<file path="config.mk">
export PLATFORM = sky130hd
export DESIGN_NAME = me_search_ctrl
export DESIGN_NICKNAME = d
export VERILOG_FILES = /design/src/rtl/me_search_ctrl.sv
export SDC_FILE = /design/constraint.sdc
export NUM_CORES = 1
export LEC_CHECK = 0
export ABC_AREA = 1
export CAP_MARGIN = 10
export CELL_PAD_IN_SITES_DETAIL_PLACEMENT = 0
export CELL_PAD_IN_SITES_GLOBAL_PLACEMENT = 1
export CORE_MARGIN = 5
export CORE_UTILIZATION = 35
export DETAILED_ROUTE_END_ITERATION = 12
export HOLD_SLACK_MARGIN = 0.08
export PLACE_DENSITY_LB_ADDON = 0.3
export SKIP_CTS_REPAIR_TIMING = 1
export SYNTH_ARGS = -nofsm -noshare
export SYNTH_HDL_FRONTEND = slang
export SYNTH_SLANG_ARGS = --single-unit
</file>
<file path="constraint.sdc">
create_clock -name clk -period 2.1 [get_ports clk]
set_input_delay 0.42 -clock clk [delete_from_list [all_inputs] [get_ports clk]]
set_output_delay 0.42 -clock clk [all_outputs]
set_load 0.01 [all_outputs]
</file>
<file path="src/rtl/me_search_ctrl.sv">
// me_search_ctrl
//   Control FSM for a full-search block-matching motion estimator. It
//   sequences the PE array (clear, address counter enables) and follows the
//   scan position of the SADs streamed back. It keeps the minimum SAD and its
//   motion vector, and ends the search in one of three ways: the scan
//   completes, the best SAD drops below a threshold, or an abort arrives.
//
// Ports
//   clk, rst        clock and asynchronous active-high reset
//   req / ack       4-phase request/acknowledge handshake
//   early_term_en   enables the threshold early exit
//   threshold       early-exit threshold (compared against registered min)
//   abort           forces the search to end (honoured only in RUN)
//   sad_valid, sad  SAD stream from the PE array, one per scan position
//   clr             PE array clear pulse (CLEAR state)
//   en_addr_sw      search-window address counter enable
//   en_addr_tb      template address counter enable
//   en_pearray_tb   en_addr_tb delayed by one cycle
//   busy            high in CLEAR and RUN
//   min_sad         best SAD found
//   min_mvec        {y_off, x_off} of the best candidate
//   cand_cnt        number of candidates evaluated
//   early_term      search ended by threshold or abort
module me_search_ctrl #(
  parameter int SAD_WIDTH = 16,
  parameter int TB_LENGTH = 16,
  parameter int SW_LENGTH = 64
) (
  input  logic                       clk,
  input  logic                       rst,
  input  logic                       req,
  output logic                       ack,
  input  logic                       early_term_en,
  input  logic [SAD_WIDTH-1:0]       threshold,
  input  logic                       abort,
  input  logic                       sad_valid,
  input  logic [SAD_WIDTH-1:0]       sad,
  output logic                       clr,
  output logic                       en_addr_sw,
  output logic                       en_addr_tb,
  output logic                       en_pearray_tb,
  output logic                       busy,
  output logic [SAD_WIDTH-1:0]       min_sad,
  output logic [2*$clog2(SW_LENGTH)-1:0] min_mvec,
  output logic [$clog2(SW_LENGTH*SW_LENGTH+1)-1:0] cand_cnt,
  output logic                       early_term
);

  localparam int VEC_WIDTH = $clog2(SW_LENGTH);
  localparam int NCAND     = (SW_LENGTH - TB_LENGTH + 1) * (SW_LENGTH - TB_LENGTH + 1);
  localparam int CNT_WIDTH = $clog2(SW_LENGTH * SW_LENGTH + 1);

  localparam logic [CNT_WIDTH-1:0] SW_SQ   = CNT_WIDTH'(SW_LENGTH * SW_LENGTH);
  localparam logic [CNT_WIDTH-1:0] TB_SQ   = CNT_WIDTH'(TB_LENGTH * TB_LENGTH);
  localparam logic [CNT_WIDTH-1:0] CAND_MX = CNT_WIDTH'(NCAND);
  localparam logic [VEC_WIDTH-1:0] SW_LAST = VEC_WIDTH'(SW_LENGTH - 1);
  localparam logic [VEC_WIDTH-1:0] TB_OFF  = VEC_WIDTH'(TB_LENGTH - 1);

  typedef enum logic [1:0] {
    S_IDLE   = 2'd0,
    S_CLEAR  = 2'd1,
    S_RUN    = 2'd2,
    S_FINISH = 2'd3
  } state_t;

  state_t                 r_state;
  state_t                 w_state_nxt;
  logic [CNT_WIDTH-1:0]   r_cyc;
  logic [VEC_WIDTH-1:0]   r_x;
  logic [VEC_WIDTH-1:0]   r_y;
  logic [SAD_WIDTH-1:0]   r_min_sad;
  logic [2*VEC_WIDTH-1:0] r_min_mvec;
  logic [CNT_WIDTH-1:0]   r_cand_cnt;
  logic                   r_early_term;
  logic                   r_en_pe;

  logic w_clr, w_ack, w_busy, w_en_sw, w_en_tb;
  logic w_scan_done, w_thr_hit, w_exit, w_is_cand;

  // The last scan position arriving ends the search in the same cycle; the
  // threshold looks at the registered minimum, so it fires one cycle after
  // the improving SAD was absorbed.
  assign w_scan_done = sad_valid && (r_x == SW_LAST) && (r_y == SW_LAST);
  assign w_thr_hit   = early_term_en && (r_min_sad < threshold);
  assign w_exit      = w_scan_done || w_thr_hit || abort;
  assign w_is_cand   = (r_x >= TB_OFF) && (r_y >= TB_OFF);

  // State register
  always_ff @(posedge clk or posedge rst) begin
    if (rst) begin
      r_state <= S_IDLE;
    end else begin
      r_state <= w_state_nxt;
    end
  end

  // Next-state logic
  always_comb begin
    w_state_nxt = r_state;
    case (r_state)
      S_IDLE:   w_state_nxt = req ? S_CLEAR : S_IDLE;
      S_CLEAR:  w_state_nxt = S_RUN;
      S_RUN:    w_state_nxt = w_exit ? S_FINISH : S_RUN;
      S_FINISH: w_state_nxt = req ? S_FINISH : S_IDLE;
      default:  w_state_nxt = S_IDLE;
    endcase
  end

  // Output decode from state and cycle counter registers
  always_comb begin
    w_clr   = 1'b0;
    w_ack   = 1'b0;
    w_busy  = 1'b0;
    w_en_sw = 1'b0;
    w_en_tb = 1'b0;
    case (r_state)
      S_CLEAR: begin
        w_clr  = 1'b1;
        w_busy = 1'b1;
      end
      S_RUN: begin
        w_busy  = 1'b1;
        w_en_sw = (r_cyc < SW_SQ);
        w_en_tb = (r_cyc < TB_SQ);
      end
      S_FINISH: w_ack = 1'b1;
      default:  w_ack = 1'b0;
    endcase
  end

  // Search datapath: scan position, best-match tracking, cycle counter
  always_ff @(posedge clk or posedge rst) begin
    if (rst) begin
      r_cyc        <= {CNT_WIDTH{1'b0}};
      r_x          <= {VEC_WIDTH{1'b0}};
      r_y          <= {VEC_WIDTH{1'b0}};
      r_min_sad    <= {SAD_WIDTH{1'b1}};
      r_min_mvec   <= {(2*VEC_WIDTH){1'b0}};
      r_cand_cnt   <= {CNT_WIDTH{1'b0}};
      r_early_term <= 1'b0;
      r_en_pe      <= 1'b0;
    end else begin
      r_en_pe <= w_en_tb;
      case (r_state)
        S_CLEAR: begin
          r_cyc        <= {CNT_WIDTH{1'b0}};
          r_x          <= {VEC_WIDTH{1'b0}};
          r_y          <= {VEC_WIDTH{1'b0}};
          r_min_sad    <= {SAD_WIDTH{1'b1}};
          r_min_mvec   <= {(2*VEC_WIDTH){1'b0}};
          r_cand_cnt   <= {CNT_WIDTH{1'b0}};
          r_early_term <= 1'b0;
        end
        S_RUN: begin
          // Saturate so the enables cannot re-assert on a long run
          if (r_cyc < SW_SQ) begin
            r_cyc <= r_cyc + CNT_WIDTH'(1);
          end
          if (sad_valid) begin
            if (r_y == SW_LAST) begin
              r_y <= {VEC_WIDTH{1'b0}};
              r_x <= (r_x == SW_LAST) ? {VEC_WIDTH{1'b0}} : r_x + VEC_WIDTH'(1);
            end else begin
              r_y <= r_y + VEC_WIDTH'(1);
            end
            if (w_is_cand && (r_cand_cnt < CAND_MX)) begin
              r_cand_cnt <= r_cand_cnt + CNT_WIDTH'(1);
              // Strict compare keeps the first of equal minima
              if (sad < r_min_sad) begin
                r_min_sad  <= sad;
                r_min_mvec <= {r_y - TB_OFF, r_x - TB_OFF};
              end
            end
          end
          // Scan completion takes precedence, so a coincident threshold or
          // abort still reports a normal finish.
          if (w_exit) begin
            r_early_term <= ~w_scan_done;
          end
        end
        default: r_cyc <= r_cyc;
      endcase
    end
  end

  assign clr           = w_clr;
  assign ack           = w_ack;
  assign busy          = w_busy;
  assign en_addr_sw    = w_en_sw;
  assign en_addr_tb    = w_en_tb;
  assign en_pearray_tb = r_en_pe;
  assign min_sad       = r_min_sad;
  assign min_mvec      = r_min_mvec;
  assign cand_cnt      = r_cand_cnt;
  assign early_term    = r_early_term;

endmodule
</file>
==> results.tsv <==
stage	metric	value	unit
run_status	status	finished, final reports clean	
global_routing	GR peak layer	met2	
die	core region area	0.0127	mm^2
routing	vias per inst	4.71	
clock_network	Root Driver	clkbuf_16	
clock_network	CTS Buf Count	9	
synth	#FFs+latches synth	70	
flow_run	Max Cap Viol	0	
final_layout	post-route insts no fill	885	
global_routing	first-pass GRT wire length	19000	um
die	die area	0.0154	mm^2
routing	Routed Antenna Nets	0	
routing	drt wl/cell	13.0	um
synth	cells taking the most area after synthesis	dfrtp_1, nand2_1, ha_1	
synth	warnings from Yosys	0	
timing	Final Cycle Share	96.4	%
synth	area leader, netlist	dfrtp_1	
final_layout	Synth-to-Final Area Change	35.4	%
power	Pwr Density	1210	mW/mm^2
global_routing	antenna violations before repair	0	
die	row count	41	
timing	Fin. Hold Viols	0	
routing	WL final	11500	um
die	initial core utilization	35.9	%
timing	TNS Setup	0	ns
placement	Buffers on Ports	85	
synth	Mean Syn Cell Area	7.52	um^2
worst_hold_path	min-delay worst type	flip-flop to flip-flop	
placement	Cells after DPL	860	
timing	Slew Viols, Final	0	
final_layout	Final #Nets	784	
clock_network	worst skew pair latency	0.33	ns
global_routing	M3 GR Usage	3.45	%
power	worst vdd ir	0.000596	V
timing	worst setup slack after layout	0.0747	ns
synth	ys async rst share	100	%
global_routing	vias in the first global route	4126	
routing	# DRC	0	
setup_path	CP max FO	2	
die	Die Span X	124	um
placement	hpwl dp	8300	um
synth	post-synth cell types	37	
routing	DR iter-0 viols	186	
synth	Syn Std Cell Area	0.00455	mm^2
timing	post-route minimum period	2.03	ns
global_routing	GR Layer Usage met1	20.2	%
timing	max_slew headroom	70.9	%
synth	post-synthesis sequential area ratio	38.9	%
global_routing	largest net degree at the start of global routing	71	
power	Leak	3.01	nW
die	Die Y	124	um
die	IO Pins	86	
global_routing	gr usage total	15.5	%
timing	worst slew pin tran	0.433	ns
routing	DR vias	4169	
timing	hold_ws	0.469	ns
timing	Achievable Freq	494	MHz
synth	Synth Flop Type	dfrtp_1	
clock_network	H-tree depth	3	
routing	1st-pass router iterations	4	
synth	Synth top area share	29.7	%
clock_network	TritonCTS Sinks	70	
timing	Setup violations, final	0	
timing	clock skew	0.00621	ns
placement	pre-CTS setup slack	-0.409	ns
timing	RSZ-0062 raised after global routing	yes	
setup_path	type of origin of the critical path	flip-flop	
final_layout	layout cells sized above 1	13.2	%
clock_network	CTS tree	done	
synth	EDFF count, synth	0	
clock_network	register clock-pin slew on the reported worst setup and hold paths	0.05	ns
setup_path	Data arrival, critical path	1.61	ns
global_routing	met2 GRT Util	25.7	%
setup_path	Critical Path Sink Type	output port	
placement	gp weighted congestion	0.812	
setup_path	critical path type	flip-flop to output port	
synth	commonest cells in the netlist	nand2_1, inv_1, dfrtp_1	
clock_network	clk buf depth	2	
global_routing	gr ovfl total	0	
setup_path	Critical Path RT	1.68	ns
synth	syn nets	681	
final_layout	Ant. Diodes	0	
synth	most frequent cell after synthesis	nand2_1	
synth	Gate Count Post-Synth	605	
==> stage by stage <==
stage | area (um^2) | total power [mW] | utilization [%]
finish | 6160 | 7.43 | 48.6
CTS | 5960 | 7.22 | 47.0
global route | 6160 | 8.10 | 48.6
detailed placement | 5640 | 5.54 | 44.5
floorplan | 4550 | 4.26 | -
global placement | 5640 | 5.47 | 44.5
==> worst max-delay path, cell delays in order (launching register included) <==
cell and delay [ns]:
dfrtp_1 0.37, inv_1 0.09, ha_1 0.20, inv_2 0.05
nor2_1 0.13, nand3_1 0.10, nor3_2 0.15, dlymetal6s2s_1 0.19
==> metal layers <==
metal | wire (um) | share of wire [%] | up-vias
met1 | 5340 | 46 | 1898
met4 | 146 | 1.3 | 0
met5 | 0 | 0 | -
met2 | 5280 | 46 | 99
met3 | 745 | 6.5 | 12
li1 | - | - | 2160
==> layout by cell type, fill, tap and decap left out, types with 4 or more instances in the layout <==
| cell | count |
|---|---|
| nand2_2 | 4 |
| clkbuf_16 | 11 |
| a21oi_1 | 23 |
| or2_2 | 19 |
| dfrtp_1 | 54 |
| nand4_1 | 6 |
| nand3_1 | 53 |
| nor2_1 | 32 |
| clkdlybuf4s50_1 | 82 |
| buf_4 | 13 |
| nand2_1 | 169 |
| dfstp_2 | 16 |
| ha_1 | 38 |
| nor3_1 | 10 |
| buf_12 | 4 |
| o21ai_1 | 4 |
| nor3_2 | 4 |
| inv_1 | 84 |
| o21ai_0 | 37 |
==> state kept, by name (all words and copies together), names as in the netlist <==
name           flops
r_x                6
r_state            2
early_term         1
r_y                6
min_sad           16
min_mvec          12
r_cyc             13
cand_cnt          13
en_pearray_tb      1
==> path summary, 6_finish.rpt <==
kind	start	end	slack, ns	cells after the start
setup / recovery	r_state[0]	en_addr_tb	0.07	7
hold / removal	min_mvec[7]	min_mvec[7]	0.47	2
setup reg to reg	min_sad[8]	min_mvec[2]	0.11	10
hold reg to reg	min_mvec[7]	min_mvec[7]	0.47	2
max in group asynchronous	rst	min_sad[6]	1.21	3
min in group asynchronous	rst	cand_cnt[1]	0.55	3
==> power by group <==
group	switching [mW]	total (mW)	internal (mW)
sequential	0.299	2.12	1.82
combinational	2.02	3.68	1.67
clock	0.556	1.63	1.07
==> cells by family (layout without fill, tap and decap cells) <==
logic type / after synthesis / in the layout / share of synthesized area (%)
adder cells (fa/ha/maj): 38 / 38 / 10.5
AO/OA/AOI/OAI: 76 / 76 / 9.02
flip-flops: 70 / 70 / 38.9
multiplexers: 1 / 1 / 0.220
AND/OR/NAND/NOR: 311 / 312 / 30.4
XOR/XNOR: 5 / 5 / 0.963
buffers and inverters: 104 / 211 / 9.98
==> area by class of cell <==
type                    instances  area [um^2]
clock buffers                  13          250
clock inverters                 3         67.6
fillers                      1287         6510
inverters                      88          334
multi-input cells             432         2400
flip-flops and latches         70         1770
well taps                     172          215
repair buffers                107         1120
No activity file was read; power rests on OpenSTA's default activity.
